File: config.mk
export PLATFORM = sky130hd
export DESIGN_NAME = quadrature_decoder
export DESIGN_NICKNAME = d
export VERILOG_FILES = /design/src/rtl/quadrature_decoder.sv
export SDC_FILE = /design/constraint.sdc
export NUM_CORES = 1
export LEC_CHECK = 0
export BUFFER_PORTS_ARGS = -buffer_cell sky130_fd_sc_hd__buf_2
export CAP_MARGIN = 15
export CORE_MARGIN = 4
export CORE_UTILIZATION = 39
export CTS_CLUSTER_SIZE = 24
export DETAILED_ROUTE_END_ITERATION = 7
export SETUP_SLACK_MARGIN = 0.4
export SLEW_MARGIN = 40
export SYNTH_ARGS = -nofsm -noshare
export SYNTH_HDL_FRONTEND = slang
export SYNTH_SLANG_ARGS = --single-unit
File: constraint.sdc
create_clock -name clk -period 7 [get_ports clk]
set_clock_uncertainty 0.05 [all_clocks]
set_input_delay 0.7 -clock clk [delete_from_list [all_inputs] [get_ports clk]]
set_output_delay 0.7 -clock clk [all_outputs]
set_load 0.01 [all_outputs]
File: src/rtl/quadrature_decoder.sv
// -----------------------------------------------------------------------------
// quadrature_decoder
//
// Decodes CHANNELS independent A/B quadrature encoder inputs. Each raw input
// bit is passed through a two-flop synchroniser and a counter-based debouncer.
// The debounced {a,b} state is decoded at 1x, 2x or 4x resolution into
// one-cycle cw/ccw pulses, a signed position counter (wrapping or saturating)
// and a sticky illegal-transition flag.
//
// Ports:
//   clk       sole clock, rising edge
//   rst_n     asynchronous active-low reset
//   in_a      [CHANNELS]        raw A inputs (asynchronous)
//   in_b      [CHANNELS]        raw B inputs (asynchronous)
//   clear     [CHANNELS]        synchronous clear of position and error
//   out_cw    [CHANNELS]        one-cycle clockwise step pulse
//   out_ccw   [CHANNELS]        one-cycle counter-clockwise step pulse
//   position  [CHANNELS*WIDTH]  channel n at bits [n*WIDTH +: WIDTH]
//   error     [CHANNELS]        sticky illegal-transition flag
// -----------------------------------------------------------------------------
module quadrature_decoder #(
    parameter int CHANNELS        = 1,
    parameter int WIDTH           = 16,
    parameter int DEBOUNCE_CYCLES = 100,
    parameter int COUNT_MODE      = 1,
    parameter int SATURATE        = 0
) (
    input  logic                      clk,
    input  logic                      rst_n,
    input  logic [CHANNELS-1:0]       in_a,
    input  logic [CHANNELS-1:0]       in_b,
    input  logic [CHANNELS-1:0]       clear,
    output logic [CHANNELS-1:0]       out_cw,
    output logic [CHANNELS-1:0]       out_ccw,
    output logic [CHANNELS*WIDTH-1:0] position,
    output logic [CHANNELS-1:0]       error
);

    localparam int PRIME_LEN = DEBOUNCE_CYCLES + 2;
    localparam int PW        = $clog2(PRIME_LEN + 1);
    localparam int CW        = $clog2(DEBOUNCE_CYCLES + 1);
    localparam logic [CW-1:0]    CNT_LAST = CW'(DEBOUNCE_CYCLES - 1);
    localparam logic [PW-1:0]    PRIME_END = PW'(PRIME_LEN);
    localparam logic [WIDTH-1:0] POS_MAX  = {1'b0, {(WIDTH-1){1'b1}}};
    localparam logic [WIDTH-1:0] POS_MIN  = {1'b1, {(WIDTH-1){1'b0}}};
    localparam bit               SAT_EN   = (SATURATE != 0);

    // Next state along the clockwise Gray sequence 00->01->11->10->00.
    function automatic logic [1:0] cw_next(input logic [1:0] s);
        logic [1:0] n;
        case (s)
            2'b00:   n = 2'b01;
            2'b01:   n = 2'b11;
            2'b11:   n = 2'b10;
            default: n = 2'b00;
        endcase
        return n;
    endfunction

    // Whether leaving state s counts at the configured resolution.
    function automatic logic counts_from(input logic [1:0] s);
        logic r;
        case (COUNT_MODE)
            4:       r = 1'b1;
            2:       r = (s == 2'b00) || (s == 2'b11);
            default: r = (s == 2'b00);
        endcase
        return r;
    endfunction

    logic [PW-1:0] prime_cnt_r;
    logic          priming_s;

    // While priming, debounced bits track the synchroniser so the idle-high
    // reset value cannot be mistaken for a real transition.
    assign priming_s = (prime_cnt_r != PRIME_END);

    // Priming counter: runs once after reset deassertion, then holds.
    always_ff @(posedge clk or negedge rst_n) begin
        if (!rst_n) begin
            prime_cnt_r <= {PW{1'b0}};
        end else if (priming_s) begin
            prime_cnt_r <= prime_cnt_r + PW'(1);
        end else begin
            prime_cnt_r <= prime_cnt_r;
        end
    end

    for (genvar g = 0; g < CHANNELS; g++) begin : g_ch
        logic [1:0]       sync1_r;
        logic [1:0]       sync2_r;
        logic [1:0]       deb_r;
        logic [1:0]       prev_r;
        logic [CW-1:0]    cnt_r [2];
        logic             step_cw_s;
        logic             step_ccw_s;
        logic             illegal_s;
        logic [WIDTH-1:0] pos_next_s;
        logic             cw_r;
        logic             ccw_r;
        logic             err_r;
        logic [WIDTH-1:0] pos_r;

        // Two-flop synchroniser for {a,b}; resets to the pull-up idle level.
        always_ff @(posedge clk or negedge rst_n) begin
            if (!rst_n) begin
                sync1_r <= 2'b11;
                sync2_r <= 2'b11;
            end else begin
                sync1_r <= {in_a[g], in_b[g]};
                sync2_r <= sync1_r;
            end
        end

        // Per-bit debouncer: accept a new level after DEBOUNCE_CYCLES
        // consecutive disagreeing samples; any agreeing sample restarts it.
        always_ff @(posedge clk or negedge rst_n) begin
            if (!rst_n) begin
                deb_r    <= 2'b11;
                cnt_r[0] <= {CW{1'b0}};
                cnt_r[1] <= {CW{1'b0}};
            end else if (priming_s) begin
                deb_r    <= sync2_r;
                cnt_r[0] <= {CW{1'b0}};
                cnt_r[1] <= {CW{1'b0}};
            end else begin
                for (int k = 0; k < 2; k++) begin
                    if (sync2_r[k] == deb_r[k]) begin
                        cnt_r[k] <= {CW{1'b0}};
                    end else if (cnt_r[k] == CNT_LAST) begin
                        deb_r[k] <= sync2_r[k];
                        cnt_r[k] <= {CW{1'b0}};
                    end else begin
                        cnt_r[k] <= cnt_r[k] + CW'(1);
                    end
                end
            end
        end

        // Previous debounced state; forced equal to the incoming value while
        // priming so the first normal cycle sees no transition.
        always_ff @(posedge clk or negedge rst_n) begin
            if (!rst_n) begin
                prev_r <= 2'b11;
            end else if (priming_s) begin
                prev_r <= sync2_r;
            end else begin
                prev_r <= deb_r;
            end
        end

        // Transition decode: both bits changing is illegal, one bit changing
        // is a step only when leaving a counting state.
        always_comb begin
            step_cw_s  = 1'b0;
            step_ccw_s = 1'b0;
            illegal_s  = 1'b0;
            case (prev_r ^ deb_r)
                2'b11: begin
                    illegal_s = 1'b1;
                end
                2'b01, 2'b10: begin
                    if (counts_from(prev_r)) begin
                        if (deb_r == cw_next(prev_r)) begin
                            step_cw_s = 1'b1;
                        end else begin
                            step_ccw_s = 1'b1;
                        end
                    end else begin
                        step_cw_s = 1'b0;
                    end
                end
                default: begin
                    illegal_s = 1'b0;
                end
            endcase
        end

        // Position arithmetic with optional clamping at the signed limits.
        always_comb begin
            pos_next_s = pos_r;
            if (step_cw_s) begin
                if (SAT_EN && (pos_r == POS_MAX)) begin
                    pos_next_s = pos_r;
                end else begin
                    pos_next_s = pos_r + WIDTH'(1);
                end
            end else if (step_ccw_s) begin
                if (SAT_EN && (pos_r == POS_MIN)) begin
                    pos_next_s = pos_r;
                end else begin
                    pos_next_s = pos_r - WIDTH'(1);
                end
            end else begin
                pos_next_s = pos_r;
            end
        end

        // Registered outputs; clear overrides position/error but not pulses.
        always_ff @(posedge clk or negedge rst_n) begin
            if (!rst_n) begin
                cw_r  <= 1'b0;
                ccw_r <= 1'b0;
                err_r <= 1'b0;
                pos_r <= {WIDTH{1'b0}};
            end else begin
                cw_r  <= step_cw_s && !priming_s;
                ccw_r <= step_ccw_s && !priming_s;
                if (clear[g]) begin
                    pos_r <= {WIDTH{1'b0}};
                    err_r <= 1'b0;
                end else if (!priming_s) begin
                    pos_r <= pos_next_s;
                    err_r <= err_r | illegal_s;
                end else begin
                    pos_r <= pos_r;
                    err_r <= err_r;
                end
            end
        end

        assign out_cw[g]                     = cw_r;
        assign out_ccw[g]                    = ccw_r;
        assign error[g]                      = err_r;
        assign position[g*WIDTH +: WIDTH]    = pos_r;
    end

endmodule
Word level (Yosys, flattened, before mapping)
Cells that the tools add are included.
{ "totals": {"in_bits": 5, "wordCells": 72, "regBits": 48} }
{ "op_classes": {"n_addsub": 5, "muxes": 28, "eq_ne": 14, "bitwise": 2, "n_reduce_logical": 11} }
{ "ops": {"columns": ["op", "n"], "rows": [
  ["two-way mux 16 bit", 4],
  ["two-way mux 7 bit", 4],
  ["adder 7 x 1 -> 7 bit, second input constant", 3],
  ["adder 16 x 1 -> 16 bit, second input constant", 1],
  ["subtractor 16 x 1 -> 16 bit, second input constant", 1],
  ["equality test 7 bit, second input constant", 2],
  ["two-way mux 1 bit", 14],
  ["two-way mux 14 bit", 1],
  ["two-way mux 2 bit", 4],
  ["!= test 7 bit, second input constant", 1],
  ["equality test 2 bit, second input constant", 3],
  ["!= test 2 bit, second input constant", 3],
  ["one-hot mux 2 bit (3 select lines)", 1],
  ["AND reduction 2 bit", 3],
  ["equality test 2 x 1 -> 1 bit, second input constant", 2],
  ["nonzero test 2 bit", 2],
  ["nonzero test 3 bit", 1],
  ["equality test 1 bit", 2],
  ["equality test 2 bit", 1],
  ["logical AND 1 bit", 2],
  ["logical NOT 2 bit", 1],
  ["OR reduction 2 bit", 1],
  ["bitwise XOR 2 bit", 1],
  ["logical NOT 1 bit", 1],
  ["OR 1 bit", 1]
]} }

Depth between registers and ports, before layout
{ "depth": {"word_depth": 14, "mapped_depth": 13, "ltp_nobuf": 12} }

Worst setup path after synthesis
No wires, ideal clock.
{ "synth_timing": {"path_type": "flip-flop to flip-flop", "start": "reg g_ch[0].deb_r[1]", "end": "reg g_ch[0].pos_r[14] (netlist: position[14])", "required_ns": 6.828, "period_less_slack_ns": 3.938, "arrival_ns": 3.766, "path_stages_with_launch": 14, "setup_ns": 0.122, "path_slack_ns": 3.062, "path_cell_list": "dfstp_2 clkbuf_1 xor2_1 ha_1 or3b_4 nor3_1 inv_1 ha_1 nand3_1 a2111o_1 a21o_1 a21o_1 a21bo_2 a32o_1"} }
{ "synth_via": {"elab_chain_cells": 7, "elab_cells_between_ends": 16, "classes_between": "3 x eq/ne; 9 x mux; 1 x bitwise; 3 x reduce/logical"} }
{ "synth_rtl": {"columns": ["item", "line_no", "source"], "rows": [
  ["from (decl)", "92", "logic [1:0] deb_r;"],
  ["from (signal assigned)", "123", "deb_r <= sync2_r;"],
  ["from (signal, indexed assignment)", "131", "deb_r[k] <= sync2_r[k];"],
  ["equality test 2 bit / bitwise XOR 2 bit (equally long branches)", "164, 158", null],
  ["two-way mux 1 bit, or another cell as far along", "164", "if (deb_r == cw_next(prev_r)) begin"],
  ["two-way mux 1 bit / OR reduction 2 bit (equally long branches)", "163, 158", null],
  ["two-way mux 1 bit", "158", "case (prev_r ^ deb_r)"],
  ["two-way mux 16 bit", "182", "if (step_cw_s) begin"],
  ["two-way mux 16 bit", "212", "end else if (!priming_s) begin"],
  ["two-way mux 16 bit", "209", "if (clear[g]) begin"],
  ["to (signal assigned)", "210", "pos_r <= {WIDTH{1'b0}};"],
  ["to (signal assigned)", "213", "pos_r <= pos_next_s;"],
  ["to (signal assigned)", "216", "pos_r <= pos_r;"],
  ["to (decl)", "102", "logic [WIDTH-1:0] pos_r;"]
]} }
Parallel ways exist; a longest one is shown, timed or not. The select of a mux whose other input is x is not followed.
A chain may end at the register's enable or synchronous reset.

Worst setup path in the final report
{ "layout_timing": {"start": "reg g_ch[0].deb_r[1]", "end": "reg g_ch[0].pos_r[15] (netlist: position[15])"} }
Same word-level chain as after synthesis.

==> flow_summary_export.csv <==
group,metric,value,unit
run_status,status,"completed",
clocking,ctsResizeCount,0,
yosys,ys_warn_count,0,
place,dp_cells,399,
min_path,min_path_type,"register to register",
yosys,yosys.area.top_type,"dfrtp_1",
timing,period_minus_slack,4150,ps
global_route,first_global_vias,2064,
clocking,cts.clk_slew.worst_paths,90,ps
finish,final_cell_mix,"dfrtp_1, nand2_1, nor2_1",
clocking,clock_sinks,48,
yosys,syn_nets,312,
clocking,clk_latency,310,ps
pwr,peakVddDrop,78.6,µV
timing,slew_violations,0,
global_route,antenna_found_initial,0,
place,io_buffers,23,
die,rows,30,
worst_setup_path,end_kind,"register",
route,vias,2079,
yosys,synth.distinct_cells,48,
place,dp_slack,2890,ps
finish,nFillCells,683,
timing,setup_tns,0,ps
worst_setup_path,criticalPathCategory,"register to register",
global_route,grt_pass1_wl,9260,µm
die,die-width,92.2,µm
pwr,p_switching,0.000118,W
yosys,yosys.area.top_type_share,36.2,%
finish,diodes,0,
finish,nets,337,
timing,max-slew-margin-rel,55.1,%
route,routedWlPerCell,13.2,µm
pwr,power_density,169,nW/µm²
route,drt-initial-drc-count,61,
timing,min_period_over_period,59.3,%
yosys,synth_flop_cell,"dfrtp_1",
worst_setup_path,cp_data_required_time,7140,ps
place,dp_hpwl,3800,µm
yosys,muxShareOfSynthArea,1.18,%
yosys,ys_seq_elements,48,
yosys,synth_area_per_cell,9.71,µm²
die,start_util,40.5,%
yosys,synth_simple_gate_area_share,19.2,%
route,vias_per_cell,5.11,
finish,areaGrowthSynthToFinish,12.1,%
clocking,cts_buffer_depth,2,
route,antenna_left,0,
clocking,cts_buffers,5,
pwr,p_leak,1.45,nW
finish,regArea,1210,µm²
finish,instances_no_fill,407,
die,core,6830,µm²
clocking,postCtsSetupBuffers,0,
worst_setup_path,crit_fanout,19,
worst_setup_path,worst_ep_arrival_time,4290,ps
finish,multi_input_comb_area,1490,µm²
die,die-area,8510,µm²
pwr,p_int,0.000408,W
global_route,grt_max_degree,49,
clocking,htreeDepth,2,
global_route,grt_usage,13.4,%
yosys,synth-seq-area-share,43.8,%
die,io_pins,24,
timing,rsz0062_at_grt,"no",
pwr,pwr-share-clk,40.9,%
yosys,synth_area,2770,µm²
timing,tightest_slew,673,ps
clocking,ctsHoldBuffers,0,
yosys,netlist_instances,285,
timing,hold_violations,0,
route,wl,5350,µm
pwr,switching_share,22.4,%
yosys,yosys.area_share.adder,10.2,%
route,drcViolationCount,0,
clocking,cts_root_buf,"clkbuf_8",
yosys,synth_top_family_by_area,"simple AND/OR/NAND/NOR gates",
timing,hold_ws,311,ps
flow_run,drv_cap,0,
timing,setup_viol,0,
route,firstDrtPassIters,4,
yosys,ys_top_cells_by_area,"dfrtp_1, ha_1, dfstp_2",
yosys,synth_edf_count,0,
yosys,synth-xor-area-share,9.49,%
yosys,synthArstFlopShare,100,%
finish,drive_gt1_share,16.1,%
pwr,p_comb_share,5.1,%
place,gp_congestion,0.850,
die,die_y,92.2,µm
pwr,seqPwrFrac,54.0,%
timing,final.setup.worst_slack,2850,ps
worst_setup_path,startpoint_type,"register",
yosys,synth-compound-area-share,13.9,%
finish,final_common_cell,"dfrtp_1",
timing,max_freq,241,MHz
worst_setup_path,r2r_setup_slack,2850,ps
global_route,gr-total-overflow,0,
clocking,cts_tree,"built",
## path summary, 6_finish.rpt
path,from,end,depth (start not counted)
setup / recovery,g_ch[0].deb_r[1]$_DFFE_PN1P_,position[15]$_DFFE_PN0P_,12
hold / removal,g_ch[0].sync1_r[1]$_DFF_PN1_,g_ch[0].sync2_r[1]$_DFF_PN1_,0
setup reg to reg,g_ch[0].deb_r[1]$_DFFE_PN1P_,position[15]$_DFFE_PN0P_,12
hold reg to reg,g_ch[0].sync1_r[1]$_DFF_PN1_,g_ch[0].sync2_r[1]$_DFF_PN1_,0
max in group asynchronous,rst_n,prime_cnt_r[5]$_DFFE_PN0N_,2
min in group asynchronous,rst_n,position[2]$_DFFE_PN0P_,2
## final cells by class
cell class	instances	area share, %
sequential	48	39.0
clock buffer	6	2.66
inverter	7	0.847
tap	96	3.87
clock inverter	2	1.25
multi-input combinational	223	48.1
timing repair buffer	25	4.19
## power groups by stage
| stage | Sequential [W] | Clock (W) | Combinational, W |
|---|---|---|---|
| after CTS | 0.000284 | 0.000222 | 0.0000277 |
| final | 0.000284 | 0.000215 | 0.0000269 |
| after global routing | 0.000284 | 0.000234 | 0.0000311 |
| after detailed placement | 0.000289 | 0 | 0.0000276 |
| after global placement | 0.000289 | 0 | 0.0000275 |
| after floorplan | 0.000288 | 0 | 0.0000177 |
## logic make-up (layout without fill, tap and decap cells)
| logic type | count (synthesis) | in the layout |
|---|---|---|
| simple gates | 108 | 108 |
| xor+xnor | 30 | 30 |
| fa+ha+maj | 22 | 22 |
| compound gates | 60 | 60 |
| flops | 48 | 48 |
| mux | 3 | 3 |
| buf+inv | 14 | 40 |
## worst max-delay path, stage by stage, from the launching register on
cell and delay (ps):
dfstp_2 610, xor2_1 90, ha_1 260, or3b_4 380, nor3_1 330, inv_1 430
ha_1 470, or2_2 290, a21oi_1 250, o21bai_1 160, and2_1 160, o2111ai_1 210
mux2_1 340
## per-stage QoR
| stage | utilization, % | cell area [µm²] | power, W |
|---|---|---|---|
| floorplan | - | 2770 | 0.000306 |
| global placement | 43.6 | 2980 | 0.000316 |
| detailed placement | 43.6 | 2980 | 0.000317 |
| CTS | 45.4 | 3100 | 0.000534 |
| global route | 45.4 | 3100 | 0.000549 |
| finish | 45.4 | 3100 | 0.000526 |
## layer usage
metal | wire length, µm | global-route usage [%] | part of all wire (%)
met1 | 2570 | 16.5 | 48
met2 | 2560 | 23.5 | 48
met3 | 162 | 3.28 | 3.0
met4 | 54 | 3.34 | 1.0
met5 | 0 | 0 | 0
## cell usage after synthesis, types with 2 or more instances
| master | number |
|---|---|
| nand3b_1 | 5 |
| nand3_1 | 16 |
| and3_1 | 6 |
| a21o_1 | 6 |
| nor2_2 | 2 |
| a21boi_0 | 2 |
| clkbuf_1 | 4 |
| xnor2_1 | 15 |
| nor3_1 | 9 |
| a21oi_1 | 22 |
| o21a_1 | 4 |
| a211oi_1 | 3 |
| dfstp_2 | 8 |
| dfrtp_1 | 40 |
| nor2b_1 | 2 |
| o31ai_1 | 3 |
| nand2_1 | 30 |
| xor2_1 | 15 |
| ha_1 | 21 |
| nor2_1 | 25 |
| inv_1 | 7 |
| o21bai_1 | 2 |
| buf_2 | 2 |
| o21ai_0 | 10 |
| or3_1 | 3 |
## registers in the layout (all words and copies together) (netlist names)
signal and cells:
prime_cnt_r 7, g_ch.prev_r 2, out_cw 1, g_ch.sync1_r 2, g_ch.sync2_r 2, out_ccw 1
g_ch.cnt_r 14, g_ch.deb_r 2, position 16, error 1
No activity file was read; power rests on OpenSTA's default activity.
